<file path="config.mk">
export PLATFORM = sky130hd
export DESIGN_NAME = load_store_unit_flat
export DESIGN_NICKNAME = d
export VERILOG_FILES = /design/src/rtl/lsu_pkg.sv /design/src/rtl/lsu_if.sv /design/src/rtl/lsu_align.sv /design/src/rtl/load_store_unit.sv /design/src/flat_wrapper.sv
export SDC_FILE = /design/constraint.sdc
export NUM_CORES = 1
export LEC_CHECK = 0
export ABC_AREA = 1
export BUFFER_PORTS_ARGS = -buffer_cell sky130_fd_sc_hd__buf_4
export CELL_PAD_IN_SITES_DETAIL_PLACEMENT = 1
export CELL_PAD_IN_SITES_GLOBAL_PLACEMENT = 2
export CORE_AREA = 2 2 210 129
export CTS_CLUSTER_DIAMETER = 40
export DETAILED_ROUTE_END_ITERATION = 10
export DIE_AREA = 0 0 212 131
export GPL_TIMING_DRIVEN = 0
export MAX_ROUTING_LAYER = met4
export PLACE_DENSITY = 0.85
export SKIP_CTS_REPAIR_TIMING = 1
export SLEW_MARGIN = 20
export SYNTH_ARGS = -nofsm -noshare
export SYNTH_HDL_FRONTEND = slang
export SYNTH_SLANG_ARGS = --single-unit
</file>
<file path="constraint.sdc">
create_clock -name clk -period 1.5 [get_ports clk]
set_clock_uncertainty 0.2 [all_clocks]
set_input_delay 0.075 -clock clk [delete_from_list [all_inputs] [get_ports clk]]
set_output_delay 0.075 -clock clk [all_outputs]
set_load 0.02 [all_outputs]
</file>
<file path="src/rtl/lsu_pkg.sv">
// Shared encodings for the load/store unit: access sizes, FSM states and the
// default data-memory size.
package lsu_pkg;

  localparam logic [1:0] SZ_B = 2'b00;
  localparam logic [1:0] SZ_H = 2'b01;
  localparam logic [1:0] SZ_W = 2'b10;

  localparam int unsigned LSU_MEM_BYTES = 128;

  typedef enum logic [2:0] {
    IDLE,
    READ,
    WAIT,
    WRITE,
    DONE
  } lsu_state_e;

endpackage

</file>
<file path="src/rtl/lsu_if.sv">
// Pipeline request/response and data-memory signals of the load/store unit.
// The slave modport is the unit's view; master is the surrounding system.
interface lsu_if;

  logic        req_valid;
  logic        req_ready;
  logic        req_write;
  logic [1:0]  req_size;
  logic        req_unsigned;
  logic [31:0] req_addr;
  logic [31:0] req_wdata;
  logic        resp_valid;
  logic [31:0] resp_rdata;
  logic        resp_err;
  logic [31:0] mem_addr;
  logic [31:0] mem_wdata;
  logic        mem_read;
  logic        mem_write;
  logic [31:0] mem_rdata;

  modport slave (
    input  req_valid, req_write, req_size, req_unsigned, req_addr, req_wdata,
    input  mem_rdata,
    output req_ready, resp_valid, resp_rdata, resp_err,
    output mem_addr, mem_wdata, mem_read, mem_write
  );

  modport master (
    output req_valid, req_write, req_size, req_unsigned, req_addr, req_wdata,
    output mem_rdata,
    input  req_ready, resp_valid, resp_rdata, resp_err,
    input  mem_addr, mem_wdata, mem_read, mem_write
  );

endinterface

</file>
<file path="src/rtl/lsu_align.sv">
// Big-endian lane selection for loads (with sign/zero extension) and lane
// merge of byte/halfword store data into a previously read memory word.
module lsu_align
  import lsu_pkg::*;
(
  input  logic [31:0] rdata,
  input  logic [1:0]  offset,
  input  logic [1:0]  size,
  input  logic        is_unsigned,
  input  logic [15:0] wdata,
  output logic [31:0] load_data,
  output logic [31:0] merged
);

  logic [7:0]         byte_sel;
  logic [15:0]        half_sel;
  logic signed [7:0]  byte_s;
  logic signed [15:0] half_s;
  logic signed [31:0] ext_s;

  always_comb begin
    // Offset 0 is the most significant byte of the word.
    case (offset)
      2'd0:    byte_sel = rdata[31:24];
      2'd1:    byte_sel = rdata[23:16];
      2'd2:    byte_sel = rdata[15:8];
      default: byte_sel = rdata[7:0];
    endcase
    half_sel = offset[1] ? rdata[15:0] : rdata[31:16];
    byte_s   = signed'(byte_sel);
    half_s   = signed'(half_sel);

    ext_s     = 32'sd0;
    load_data = rdata;
    case (size)
      SZ_B: begin
        ext_s = byte_s;
        if (is_unsigned) load_data = {24'h0, byte_sel};
        else             load_data = ext_s;
      end
      SZ_H: begin
        ext_s = half_s;
        if (is_unsigned) load_data = {16'h0, half_sel};
        else             load_data = ext_s;
      end
      default: load_data = rdata;
    endcase

    merged = rdata;
    case (size)
      SZ_B: begin
        case (offset)
          2'd0:    merged[31:24] = wdata[7:0];
          2'd1:    merged[23:16] = wdata[7:0];
          2'd2:    merged[15:8]  = wdata[7:0];
          default: merged[7:0]   = wdata[7:0];
        endcase
      end
      SZ_H: begin
        if (offset[1]) merged[15:0]  = wdata;
        else           merged[31:16] = wdata;
      end
      default: merged = rdata;
    endcase
  end

endmodule

</file>
<file path="src/rtl/load_store_unit.sv">
// Single-outstanding load/store unit: validates each access, performs word
// reads/writes (read-modify-write for sub-word stores) and returns one response.
module load_store_unit
  import lsu_pkg::*;
#(
  parameter int unsigned MEM_BYTES = LSU_MEM_BYTES
) (
  input  logic clk,
  input  logic rst_n,
  lsu_if.slave bus
);

  localparam logic [31:0] LAST_WORD = 32'(MEM_BYTES - 4);

  lsu_state_e  state_q, state_d;
  logic        write_q, write_d;
  logic [1:0]  size_q, size_d;
  logic        unsigned_q, unsigned_d;
  logic [31:0] addr_q, addr_d;
  logic [15:0] wdata_q, wdata_d;
  logic        mem_read_q, mem_read_d;
  logic        mem_write_q, mem_write_d;
  logic [31:0] mem_addr_q, mem_addr_d;
  logic [31:0] mem_wdata_q, mem_wdata_d;
  logic        resp_valid_q, resp_valid_d;
  logic        resp_err_q, resp_err_d;
  logic [31:0] resp_rdata_q, resp_rdata_d;

  logic        req_bad;
  logic [31:0] req_base;
  logic [31:0] load_data;
  logic [31:0] merged;

  lsu_align u_align (
    .rdata       (bus.mem_rdata),
    .offset      (addr_q[1:0]),
    .size        (size_q),
    .is_unsigned (unsigned_q),
    .wdata       (wdata_q),
    .load_data   (load_data),
    .merged      (merged)
  );

  always_comb begin
    req_base = {bus.req_addr[31:2], 2'b00};
    case (bus.req_size)
      SZ_B:    req_bad = 1'b0;
      SZ_H:    req_bad = bus.req_addr[0];
      SZ_W:    req_bad = |bus.req_addr[1:0];
      default: req_bad = 1'b1;
    endcase
    if (req_base > LAST_WORD) req_bad = 1'b1;
  end

  always_comb begin
    state_d      = state_q;
    write_d      = write_q;
    size_d       = size_q;
    unsigned_d   = unsigned_q;
    addr_d       = addr_q;
    wdata_d      = wdata_q;
    mem_read_d   = 1'b0;
    mem_write_d  = 1'b0;
    mem_addr_d   = 32'h0;
    mem_wdata_d  = 32'h0;
    resp_valid_d = 1'b0;
    resp_err_d   = 1'b0;
    resp_rdata_d = 32'h0;

    case (state_q)
      IDLE: begin
        if (bus.req_valid) begin
          write_d    = bus.req_write;
          size_d     = bus.req_size;
          unsigned_d = bus.req_unsigned;
          addr_d     = bus.req_addr;
          wdata_d    = bus.req_wdata[15:0];
          if (req_bad) begin
            state_d      = DONE;
            resp_valid_d = 1'b1;
            resp_err_d   = 1'b1;
          end else if (bus.req_write && bus.req_size == SZ_W) begin
            state_d     = WRITE;
            mem_write_d = 1'b1;
            mem_addr_d  = req_base;
            mem_wdata_d = bus.req_wdata;
          end else begin
            // Loads and sub-word stores both need the current word first.
            state_d    = READ;
            mem_read_d = 1'b1;
            mem_addr_d = req_base;
          end
        end
      end
      READ: state_d = WAIT;
      WAIT: begin
        if (write_q) begin
          state_d     = WRITE;
          mem_write_d = 1'b1;
          mem_addr_d  = {addr_q[31:2], 2'b00};
          mem_wdata_d = merged;
        end else begin
          state_d      = DONE;
          resp_valid_d = 1'b1;
          resp_rdata_d = load_data;
        end
      end
      WRITE: begin
        state_d      = DONE;
        resp_valid_d = 1'b1;
      end
      DONE:    state_d = IDLE;
      default: state_d = IDLE;
    endcase
  end

  always_ff @(posedge clk or negedge rst_n) begin
    if (!rst_n) begin
      state_q      <= IDLE;
      write_q      <= 1'b0;
      size_q       <= SZ_B;
      unsigned_q   <= 1'b0;
      addr_q       <= 32'h0;
      wdata_q      <= 16'h0;
      mem_read_q   <= 1'b0;
      mem_write_q  <= 1'b0;
      mem_addr_q   <= 32'h0;
      mem_wdata_q  <= 32'h0;
      resp_valid_q <= 1'b0;
      resp_err_q   <= 1'b0;
      resp_rdata_q <= 32'h0;
    end else begin
      state_q      <= state_d;
      write_q      <= write_d;
      size_q       <= size_d;
      unsigned_q   <= unsigned_d;
      addr_q       <= addr_d;
      wdata_q      <= wdata_d;
      mem_read_q   <= mem_read_d;
      mem_write_q  <= mem_write_d;
      mem_addr_q   <= mem_addr_d;
      mem_wdata_q  <= mem_wdata_d;
      resp_valid_q <= resp_valid_d;
      resp_err_q   <= resp_err_d;
      resp_rdata_q <= resp_rdata_d;
    end
  end

  assign bus.req_ready  = (state_q == IDLE);
  assign bus.resp_valid = resp_valid_q;
  assign bus.resp_err   = resp_err_q;
  assign bus.resp_rdata = resp_rdata_q;
  assign bus.mem_read   = mem_read_q;
  assign bus.mem_write  = mem_write_q;
  assign bus.mem_addr   = mem_addr_q;
  assign bus.mem_wdata  = mem_wdata_q;

endmodule

</file>
<file path="src/flat_wrapper.sv">
// flat-port wrapper written by rule: the top's interface ports become plain ports
module load_store_unit_flat import lsu_pkg::*;
#(
  parameter int unsigned MEM_BYTES = LSU_MEM_BYTES
)
  (clk, rst_n, bus_req_valid, bus_req_write, bus_req_size, bus_req_unsigned, bus_req_addr, bus_req_wdata, bus_mem_rdata, bus_req_ready, bus_resp_valid, bus_resp_rdata, bus_resp_err, bus_mem_addr, bus_mem_wdata, bus_mem_read, bus_mem_write);
  lsu_if bus_i ();
  input  logic clk;
  input  logic rst_n;
  input wire logic [$bits(bus_i.req_valid)-1:0] bus_req_valid;
  input wire logic [$bits(bus_i.req_write)-1:0] bus_req_write;
  input wire logic [$bits(bus_i.req_size)-1:0] bus_req_size;
  input wire logic [$bits(bus_i.req_unsigned)-1:0] bus_req_unsigned;
  input wire logic [$bits(bus_i.req_addr)-1:0] bus_req_addr;
  input wire logic [$bits(bus_i.req_wdata)-1:0] bus_req_wdata;
  input wire logic [$bits(bus_i.mem_rdata)-1:0] bus_mem_rdata;
  output wire logic [$bits(bus_i.req_ready)-1:0] bus_req_ready;
  output wire logic [$bits(bus_i.resp_valid)-1:0] bus_resp_valid;
  output wire logic [$bits(bus_i.resp_rdata)-1:0] bus_resp_rdata;
  output wire logic [$bits(bus_i.resp_err)-1:0] bus_resp_err;
  output wire logic [$bits(bus_i.mem_addr)-1:0] bus_mem_addr;
  output wire logic [$bits(bus_i.mem_wdata)-1:0] bus_mem_wdata;
  output wire logic [$bits(bus_i.mem_read)-1:0] bus_mem_read;
  output wire logic [$bits(bus_i.mem_write)-1:0] bus_mem_write;
  assign bus_i.req_valid = bus_req_valid;
  assign bus_i.req_write = bus_req_write;
  assign bus_i.req_size = bus_req_size;
  assign bus_i.req_unsigned = bus_req_unsigned;
  assign bus_i.req_addr = bus_req_addr;
  assign bus_i.req_wdata = bus_req_wdata;
  assign bus_i.mem_rdata = bus_mem_rdata;
  assign bus_req_ready = bus_i.req_ready;
  assign bus_resp_valid = bus_i.resp_valid;
  assign bus_resp_rdata = bus_i.resp_rdata;
  assign bus_resp_err = bus_i.resp_err;
  assign bus_mem_addr = bus_i.mem_addr;
  assign bus_mem_wdata = bus_i.mem_wdata;
  assign bus_mem_read = bus_i.mem_read;
  assign bus_mem_write = bus_i.mem_write;
  load_store_unit #(.MEM_BYTES(MEM_BYTES)) u_core (.clk(clk), .rst_n(rst_n), .bus(bus_i));
endmodule
</file>
==> reports/metrics.yaml <==
logic_synthesis:
  synth_warnings: 0
  synth_edf_count: 0
  synth_area_leaders: "dfrtp_1 56%, nand2_1 11%, o21ai_0 5.4%"
  yosys.area.top_type: "dfrtp_1"
  syn_avg_cell_area_sq_um: 8.70
  synthFlopType: "dfrtp_1"
  yosysSeqAreaShare: 0.556
  synthDominantCellAreaShare: 0.556
  ys_async_sr_fraction: 1.00
  ys_types: 35
  syn_inst: 792
  synth.cell_area_sq_um: 6890
  ys_ff_latch: 153
setup_path:
  cpPeakStageDelay_ns: 0.44
  path_class: "reg -> reg"
  arrival_ns: 2.07
  crit_chain: "buf_6 -> nor2_4 -> buf_12 -> buf_12 -> clkinvlp_4 -> o21ai_2 -> nand4_1 -> o21ai_1"
  critPathRequiredTime_ns: 1.66
  worstPathMaxFanout: 5
  start_kind: "register"
  cpMostUsedCell: "buf_12"
  worst_setup_path_end_kind: "register"
  cp_slowest_cell: "dfrtp_2"
route:
  avgRoutedWirePerCell_um: 20.7
  drc_errors: 0
  first_iter_violations: 417
  vias: 7321
  first_pass_iters: 5
  ant_nets: 0
  wirelength_mm: 32.1
  avgViaCountPerCell: 4.72
floorplanning:
  die_w_um: 212
  core_area_sq_um: 26000
  ios: 204
  initial_core_util: 0.265
  die-height_um: 131
  rows: 46
  die_area_sq_um: 27800
sta:
  setup_viol: 127
  final.setup.worst_slack_ns: -0.402
  slew-limit-headroom: 0.637
  finalCriticalPeriod_ns: 1.90
  timing.hold.ws_ns: -0.290
  hold_viol: 44
  tightest_slew_ns: 0.543
  fin_setup_tns_ns: -25.62
  grt_setup_unrepaired: "yes"
  fmax_ghz: 0.526
  slew_violations: 0
  finalCritPeriodShare: 1.27
cts:
  cts_max_path_buffers: 2
  cts_tree: "yes"
  root_buffer: "clkbuf_16"
  clock_sink_count: 153
  clk_pin_slew_ns: 0.06
  clkLatencyLatePin_ns: 0.44
  numCtsBuffers: 17
  htreeDepth: 4
placement:
  portBuffers: 201
  dpl.hpwl_mm: 21.3
  dpl_worst_slack_ns: -0.665
  gp_congestion: 0.915
  placed_area_sq_um: 8940
run_status:
  violations: "negative hold slack, negative setup slack"
  status: "finished with violations"
layout:
  fin_nets: 1281
  finish.instance_area_sq_um: 12600
  drive_gt1_frac: 0.462
  multi_input_area_sq_um: 3370
  syn_to_final_growth_pct: 82.9
  postLayoutCoreUtil: 0.485
  regArea_sq_um: 3830
  nFillCells: 2870
min_path:
  hp-class: "in -> reg"
pwr:
  p_per_area_nw_per_um2: 979
  p_total_mw: 12.3
  vdd_drop_max_mv: 0.767
  p_leak_nw: 6.07
global_routing:
  gr-total-overflow: 0
  grt_pass1_vias: 6542
  grt_max_degree: 92
  grt_pass1_wl_mm: 40.2
  antenna_found_initial: 2
  gr-usage-all-layers: 0.206
job:
  maxCapViolations: 0
flip-flops by register name (all words and copies together), names as in the netlist:
name / flops
u_core.bus.mem_wdata: 32
u_core.bus.resp_rdata: 32
u_core.addr_q: 32
u_core.bus.mem_addr: 30
u_core.bus.mem_write: 1
u_core.state_q: 3
u_core.wdata_q: 16
u_core.unsigned_q: 1
u_core.write_q: 1
u_core.bus.resp_err: 1
u_core.size_q: 2
u_core.bus.resp_valid: 1
u_core.bus.mem_read: 1
report_power, final:
group          switching (mW)  leakage (nW)  internal, mW
Sequential              0.175          2.04          4.32
Combinational            1.74          3.73          1.38
Clock                    1.84         0.293          2.88
metrics by stage:
| stage | cells | hold WS [ns] |
|---|---|---|
| after global routing | 1552 | -0.289 |
| after global placement | 1354 | 0.0884 |
| after CTS | 1387 | -0.619 |
| after floorplan | 793 | -0.421 |
| after detailed placement | 1355 | -0.137 |
| final | 1552 | -0.290 |
cell families after synthesis:
group           count (synthesis)  synth area share
flops                         153             0.556
compound gates                184             0.150
simple gates                  312             0.208
other cells                     1          0.000544
buf+inv                       142            0.0861
metal layers:
metal,vias up,share of wire,track usage
li1,3353,-,-
met1,3711,0.48,0.300
met2,232,0.44,0.282
met3,25,0.065,0.0626
met4,0,0.012,0.0365
met5,-,0,-
cell usage after synthesis (2+ instances only):
cell,instances
a21oi_1,35
nor3_1,5
buf_2,19
o21ai_0,75
o211ai_1,2
nand3_1,10
a22oi_1,15
inv_1,94
nor2_1,47
inv_2,7
dfrtp_1,153
nor2_4,14
o221ai_1,5
nor2_2,5
nand2_2,8
buf_4,3
clkbuf_1,14
o21ai_1,33
nand4_1,17
o2111ai_1,9
o22ai_1,7
nand2_1,199
nand2_4,3
nand3_2,2
layout by cell type (no fill, tap or decap), types with 4 or more instances in the layout:
| master | count |
|---|---|
| nand2_4 | 22 |
| clkbuf_16 | 27 |
| buf_4 | 229 |
| a22oi_1 | 10 |
| a21oi_4 | 9 |
| o2111ai_1 | 4 |
| nand4_1 | 17 |
| o21ai_2 | 61 |
| nor2_4 | 22 |
| buf_12 | 21 |
| bufinv_16 | 4 |
| nand3_1 | 8 |
| buf_6 | 23 |
| o221ai_1 | 5 |
| nor2_1 | 36 |
| o21ai_1 | 30 |
| a22oi_2 | 5 |
| buf_8 | 9 |
| clkinvlp_4 | 6 |
| clkinv_4 | 4 |
| dlygate4sd3_1 | 102 |
| a21oi_1 | 15 |
| dfrtp_2 | 4 |
| o22ai_2 | 6 |
| nor2_2 | 8 |
| a21oi_2 | 11 |
| dfrtp_1 | 149 |
| clkbuf_4 | 5 |
| nor3_1 | 4 |
| inv_1 | 91 |
| o21ai_0 | 15 |
| inv_4 | 4 |
| nand2_2 | 39 |
| nand2_1 | 147 |
layout make-up:
class,instances,area share
antenna,1,0.000199
buffer,39,0.0383
clock buffer,22,0.0368
clock inverter,10,0.0133
inverter,103,0.0333
multi-input combinational,498,0.267
sequential,153,0.304
tap,360,0.0357
timing repair buffer,365,0.270
timing repair inverter,1,0.000596
critical path, delay by kind of cell (launching register included):
kind / cells / cell delay, ns
and+or+nand+nor: 2 / 0.30
buffers and inverters: 4 / 0.57
DFF: 1 / 0.44
AOI/OAI and AO/OA: 2 / 0.31
path summary, 6_finish.rpt:
| path | slack, ns | end | cells past startpoint | from |
|---|---|---|---|---|
| min in group asynchronous | -0.02 | u_core.bus.mem_wdata[24] | 2 | rst_n |
| worst max register to register | -0.40 | u_core.bus.mem_wdata[31] | 8 | u_core.addr_q[0] |
| worst min register to register | 0.28 | u_core.addr_q[23] | 2 | u_core.addr_q[23] |
| worst min-delay path | -0.29 | u_core.addr_q[18] | 3 | bus_req_addr[18] |
| max in group asynchronous | 0.24 | u_core.addr_q[0] | 3 | rst_n |
| worst max-delay path | -0.40 | u_core.bus.mem_wdata[31] | 8 | u_core.addr_q[0] |
No activity file was read; power rests on OpenSTA's default activity.
